**src/rtl/uart_ctrl.sv**
```systemverilog
// uart_ctrl: pops RX FIFO bytes into a DEPTH-byte history (newest first), optionally echoes
// each byte, and replays the history oldest-first on send_tick; TX pushes stall on tx_full.
module uart_ctrl #(
   parameter int DEPTH = 4,
   parameter bit ECHO  = 1'b1
) (
   input  logic                   clk,
   input  logic                   rst,
   input  logic                   rx_empty,
   input  logic [7:0]             r_data,
   output logic                   rd_uart,
   input  logic                   tx_full,
   output logic [7:0]             w_data,
   output logic                   wr_uart,
   input  logic                   send_tick,
   output logic [3:0]             hex0,
   output logic [3:0]             hex1,
   output logic [3:0]             hex2,
   output logic [3:0]             hex3,
   output logic [$clog2(DEPTH):0] count,
   output logic                   busy
);
   localparam int IW = $clog2(DEPTH);
   localparam int CW = IW + 1;

   typedef enum logic [1:0] {S_IDLE, S_ECHO, S_SEND} state_t;

   state_t        state;
   logic [7:0]    hist [DEPTH];
   logic [IW-1:0] idx;
   logic [7:0]    echo_byte;
   logic          send_go;

   // A send request beats a pending receive byte in the same cycle.
   assign send_go = send_tick && (count != '0);

   always_comb begin
      rd_uart = 1'b0;
      wr_uart = 1'b0;
      w_data  = 8'h00;
      if (!rst) begin
         case (state)
            S_IDLE: rd_uart = !send_go && !rx_empty;
            S_ECHO: if (!tx_full) begin
               wr_uart = 1'b1;
               w_data  = echo_byte;
            end
            S_SEND: if (!tx_full) begin
               wr_uart = 1'b1;
               w_data  = hist[idx];
            end
            default: ;
         endcase
      end
   end

   always_ff @(posedge clk) begin
      if (rst) begin
         state     <= S_IDLE;
         count     <= '0;
         idx       <= '0;
         echo_byte <= 8'h00;
         for (int i = 0; i < DEPTH; i++) hist[i] <= 8'h00;
      end else begin
         case (state)
            S_IDLE: begin
               if (send_go) begin
                  state <= S_SEND;
                  idx   <= IW'(count - CW'(1));
               end else if (!rx_empty) begin
                  for (int i = DEPTH - 1; i > 0; i--) hist[i] <= hist[i-1];
                  hist[0]   <= r_data;
                  echo_byte <= r_data;
                  if (count != CW'(DEPTH)) count <= count + CW'(1);
                  if (ECHO) state <= S_ECHO;
               end
            end
            S_ECHO: if (!tx_full) state <= S_IDLE;
            S_SEND: if (!tx_full) begin
               if (idx == '0) state <= S_IDLE;
               else           idx   <= idx - IW'(1);
            end
            default: state <= S_IDLE;
         endcase
      end
   end

   assign busy = (state != S_IDLE);
   assign hex0 = hist[0][3:0];
   assign hex1 = hist[0][7:4];
   assign hex2 = hist[1][3:0];
   assign hex3 = hist[1][7:4];

endmodule

```
**config.mk**
```make
export PLATFORM = sky130hd
export DESIGN_NAME = uart_ctrl
export DESIGN_NICKNAME = d
export VERILOG_FILES = /design/src/rtl/uart_ctrl.sv
export SDC_FILE = /design/constraint.sdc
export NUM_CORES = 1
export LEC_CHECK = 0
export CORE_MARGIN = 1
export CORE_UTILIZATION = 55
export CTS_CLUSTER_DIAMETER = 150
export CTS_CLUSTER_SIZE = 16
export DETAILED_ROUTE_END_ITERATION = 8
export PLACE_DENSITY = 0.84
export SYNTH_ARGS = -nofsm -noshare
export SYNTH_HDL_FRONTEND = slang
export SYNTH_SLANG_ARGS = --single-unit
```
**constraint.sdc**
```tcl
create_clock -name clk -period 3.8 [get_ports clk]
set_input_delay 1.14 -clock clk [delete_from_list [all_inputs] [get_ports clk]]
set_output_delay 1.14 -clock clk [all_outputs]
set_load 0.02 [all_outputs]
```
==> flow_metrics.tcl, run 1 <==
set metrics [dict create \
    viasPerCell 5.697 \
    finalSetupViolCount 0 \
    pre_cts_ws_ns -0.03048 \
    total_power_mw 1.776 \
    ant_nets 0 \
    pwr_density_cell_nw_per_um2 613.5 \
    die_w_um 66.56 \
    slew_headroom 0.6222 \
    r2r_cells 9 \
    cts_made_buffers 5 \
    busiest_layer "met2" \
    synth_ff_type "edfxtp_1" \
    grt_max_degree 41 \
    avgSynthCellArea_um2 13.10 \
    area.growth.synth_to_final_pct 26.31 \
    period_needed_ns 3.699 \
    post_cts_buffers 0 \
    syn_area_um2 2292 \
    startpoint "rst" \
    syn_nets 193 \
    fin_skew_ns 0.01087 \
    irDropWorstVdd_mv 0.4185 \
    cts_tree "yes" \
    insertion_delay_ns 0.30 \
    fill_cells 273 \
    synth_cells 175 \
    die_area_um2 4430 \
    rsz0062_at_grt "no" \
    cp_max_fo 3 \
    numPortBuffers 42 \
    worstHoldEndpoint "echo_byte[4]" \
    synth_cell_types 36 \
    drv_slew 0 \
    dp_hpwl_um 3474 \
    use_met2 0.4078 \
    gp_congestion 0.8012 \
    multi_input_area_um2 899.6 \
    cp.arrival_ns 2.56 \
    reg2reg_from "state[0]" \
    final_cells 277 \
    met1_usage 0.2919 \
    ys_ff_latch 49 \
    clockRootBuffer "clkbuf_8" \
    fin_util 0.7238 \
    setup-tns-final_ns 0 \
    finalCritPeriodShare 0.9734 \
    grt_util_met3 0.06507 \
    ioPinCount 43 \
    drtIter0Drc 89 \
    wl_per_cell_um 17.42 \
    grt_pass1_wl_um 7548 \
    final_common_cell "clkdlybuf4s50_1" \
    n_antenna_cell 0 \
    grt.total_usage 0.2393 \
    max_freq_mhz 270.3 \
    async_reset_ff_frac 0 \
    worstSetupPathType "input port to output port" \
    drt_first_pass_iters 4 \
    status "completed" \
    dpl.cell_count 270 \
    end_kind "output port" \
    yosys_warnings 0 \
    grt_pass1_vias 1601 \
    start_util 0.5730 \
    reg2reg_slack_ns 1.76 \
    drive_above_1_share 0.1542 \
    routed_wl_um 4824 \
    numClockSinks 49 \
    drc 0 \
    rows 23 \
    synth_edf_count 32 \
    hold_depth 1 \
    ys_seq_area_frac 0.5677 \
    leakagePower_nw 1.220 \
    hold_class "register to register" \
    fin_ws_ns 0.1011 \
    tightestPinTransition_ns 0.5667 \
    vias 1578 \
    cts-htree-levels 2 \
    core_um2 4000 \
    r2r_end "hist[0][7]" \
    mostFrequentLayoutCells "clkdlybuf4s50_1 (33), and2_1 (32), edfxtp_1 (32)" \
    nets 245 \
    cap_violations 0 \
    hold_violations 0 \
    antenna_found_initial 0 \
    grt_overflow 0 \
    critical_path_required_ns 2.66 \
    hp-start "echo_byte[4]" \
    crit_path_start_kind "input port" \
    cts.path.max_buffers 2 \
    clk_pin_slew_ns 0.08 \
    die_h_um 66.56 \
    seqCellArea_um2 1301 \
]
-- worst max-delay path: stages --
cell and delay (ns):
clkdlybuf4s50_1 0.43, nor2_1 0.11, nand2_1 0.09, buf_4 0.15
inv_1 0.05, clkdlybuf4s50_1 0.59
-- sequential cells by signal, indices dropped and copies added (netlist names), named ones only --
register	count
hist	32
count	3
state	2
idx	2
echo_byte	8
-- worst max path at each step --
stage | end | slack, ns | depth (start not counted)
after floorplan | w_data[0] | 0.75 | 4
after global placement | rd_uart | -0.03 | 5
after detailed placement | rd_uart | -0.03 | 5
after CTS | w_data[3] | 0.003 | 6
after global routing | wr_uart | 0.02 | 6
final | wr_uart | 0.10 | 6
-- what timing repair did --
| action | in CTS | in global routing |
|---|---|---|
| pin swaps | 0 | 0 |
| resized for setup | 2 | 7 |
| hold buffers | 0 | 0 |
| setup endpoints to repair | 2 | 7 |
-- metrics by stage --
| step | area [um^2] | hold WS [ns] |
|---|---|---|
| 2_1_floorplan | 2292 | 0.4426 |
| 3_3_place_gp | 2800 | 0.4557 |
| 3_5_place_dp | 2800 | 0.4642 |
| 4_1_cts | 2878 | 0.4860 |
| 5_1_grt | 2895 | 0.5017 |
| 6_report | 2895 | 0.4880 |
-- logic make-up (layout without fill, tap and decap cells) --
logic type | Yosys count | count (layout) | share of synthesized area
compound gates | 34 | 34 | 0.1146
xor+xnor | 4 | 4 | 0.01529
fa+ha+maj | 5 | 5 | 0.02729
buf+inv | 16 | 68 | 0.03984
flops | 49 | 49 | 0.5677
mux | 10 | 10 | 0.08734
simple gates | 57 | 57 | 0.1479
-- per-layer routing --
layer / routed length (um) / part of all wire
met2: 2525 / 0.52
met1: 1991 / 0.41
met5: 0 / 0
met3: 260 / 0.054
met4: 46 / 0.0095
-- where the power goes --
part | internal (mW) | switching (mW) | leakage (nW)
clock network | 0.124 | 0.166 | 0.0377
registers | 0.720 | 0.102 | 0.485
logic | 0.325 | 0.339 | 0.697
total | 1.17 | 0.608 | 1.22
-- cell usage after synthesis, types with 2 or more instances --
master / instances / area share
and2_1: 32 / 0.087
edfxtp_1: 32 / 0.42
dfxtp_1: 17 / 0.15
nor2_1: 14 / 0.023
a22o_1: 8 / 0.031
a22oi_1: 8 / 0.026
mux4_2: 8 / 0.079
inv_1: 7 / 0.011
ha_1: 5 / 0.027
buf_6: 4 / 0.020
clkbuf_1: 4 / 0.0065
a21oi_1: 3 / 0.0065
o21ai_0: 3 / 0.0065
a21o_1: 2 / 0.0065
a21oi_2: 2 / 0.0076
a31oi_1: 2 / 0.0055
mux2i_1: 2 / 0.0087
nand2_1: 2 / 0.0033
xnor2_1: 2 / 0.0076
xor2_1: 2 / 0.0076
-- area by class of cell --
cell class              count  share of cell area
clock buffers               5             0.02377
clock inverters             2            0.003889
repair buffers             54              0.1815
multi-input cells         110              0.3107
flip-flops and latches     49              0.4494
inverters                   7            0.009075
well taps                  50             0.02161
No activity file was read; power rests on OpenSTA's default activity.
==> run 2: changes to the inputs <==
==> constraint.sdc (replaced) <==
create_clock -name clk -period 4.75 [get_ports clk]
set_input_delay 1.425 -clock clk [delete_from_list [all_inputs] [get_ports clk]]
set_output_delay 1.425 -clock clk [all_outputs]
set_load 0.02 [all_outputs]
==> flow_metrics.tcl, run 2 (synthesized netlist as in run 1, its figures left out) <==
set metrics [dict create \
    dp_hpwl_um 3175 \
    fin_skew_ns 0.008416 \
    power_frac_comb 0.358 \
    start_util 0.5730 \
    critical_path_required_ns 3.32 \
    hold_violations 0 \
    regMostFlops "hist" \
    die_area_um2 4430 \
    final_common_cell "clkdlybuf4s50_1" \
    routed_wl_um 4469 \
    cp_max_fo 9 \
    switching_power_mw 0.4694 \
    antenna_found_initial 0 \
    cts_made_buffers 5 \
    cts.path.max_buffers 2 \
    rows 23 \
    end_kind "output port" \
    nets 235 \
    n_antenna_cell 0 \
    pwr_density_cell_nw_per_um2 494.9 \
    numPortBuffers 42 \
    grt_pass1_wl_um 7445 \
    drv_slew 0 \
    grt_pass1_vias 1533 \
    cp_num_buf_inv 2 \
    p_int_mw 0.9221 \
    cts_tree "yes" \
    die_h_um 66.56 \
    slew_headroom 0.2162 \
    setup-tns-final_ns 0 \
    cpMaxStageDelayCell "clkdlybuf4s50_1" \
    drtIter0Drc 93 \
    viasPerCell 5.720 \
    wl_per_cell_um 16.68 \
    insertion_delay_ns 0.31 \
    irDropWorstVdd_mv 0.3137 \
    area.growth.synth_to_final_pct 22.65 \
    mostFrequentLayoutCells "clkdlybuf4s50_1 (42), and2_1 (32), edfxtp_1 (32)" \
    swShare 0.3373 \
    grt_max_degree 41 \
    top_regs "hist: 32 flops, echo_byte: 8 flops, count: 3 flops" \
    numClockSinks 49 \
    drive_above_1_share 0.1239 \
    hold_class "register to register" \
    grt.total_usage 0.2355 \
    gp_congestion 0.8103 \
    drt_first_pass_iters 4 \
    crit_family "buffers and inverters" \
    drc 0 \
    dpl.cell_count 260 \
    seq_power_share 0.473 \
    leakagePower_nw 1.040 \
    final_cells 268 \
    worstSetupPathType "input port to output port" \
    die_w_um 66.56 \
    ant_nets 0 \
    finalCritPeriodShare 0.9591 \
    cp.arrival_ns 3.13 \
    tightestPinTransition_ns 1.174 \
    finalSetupViolCount 0 \
    clkPwrFrac 0.169 \
    cts-htree-levels 2 \
    clockRootBuffer "clkbuf_8" \
    ctsResizeCount 0 \
    max_freq_mhz 219.5 \
    crit_chain "clkdlybuf4s50_1 -> nor2_1 -> nand2_1 -> nor2_1 -> clkdlybuf4s50_1" \
    rsz0062_at_grt "no" \
    status "completed" \
    ioPinCount 43 \
    crit_path_start_kind "input port" \
    post_cts_buffers 0 \
    cap_violations 0 \
    grt_overflow 0 \
    clk_pin_slew_ns 0.09 \
    slowest_delay_ns 0.63 \
    hold_buffers 0 \
    vias 1533 \
    largest_register_ffs 32 \
    core_um2 4000 \
    period_needed_ns 4.556 \
]
run 2: cell count changes in the layout (fill, tap and decap cells not counted):
cell             before  now
clkdlybuf4s50_1      33   42
buf_4                12    2
dlymetal6s2s_1        7    0
dlygate4sd2_1         2    0
clkinv_1              1    0
clkinv_2              0    2
run 2: path summary, 6_finish.rpt:
path,start,end,slack (ns),cells after the start
max reg2reg,state[0],hist[3][4],2.29,6
min,echo_byte[0],echo_byte[0],0.49,1
min reg2reg,echo_byte[0],echo_byte[0],0.49,1
max,tx_full,w_data[5],0.19,5
run 2: final cells by class:
cell class	count	area, um^2
multi-input combinational	110	899.6
fill	277	1189
clock buffer	5	68.82
timing repair buffer	44	435.4
clock inverter	3	17.52
inverter	7	26.28
tap	50	62.56
sequential	49	1301
run 2: layer usage:
metal  vias up  share of wire  GRT usage
met5         -              0          0
met4         0          0.012    0.08511
met3         8          0.048    0.05651
met2        49           0.51     0.3838
met1       751           0.43     0.3044
li1        725              -          -
run 2: metrics by stage:
step	power, mW	setup WS [ns]	utilization	hold slack (ns)	area, um^2
floorplan	0.9908	1.131	-	0.4426	2292
global placement	1.139	0.2492	0.6813	0.4559	2725
detailed placement	1.168	0.2011	0.6813	0.4622	2725
CTS	1.405	0.1897	0.7028	0.4837	2811
global route	1.477	0.1203	0.7028	0.5137	2811
finish	1.391	0.1944	0.7028	0.4861	2811
run 2: power groups by stage:
stage | registers (mW) | logic [mW] | clock network (mW)
global placement | 0.658 | 0.481 | 0
CTS | 0.659 | 0.503 | 0.244
floorplan | 0.679 | 0.311 | 0
global route | 0.674 | 0.540 | 0.263
detailed placement | 0.668 | 0.500 | 0
finish | 0.658 | 0.498 | 0.236
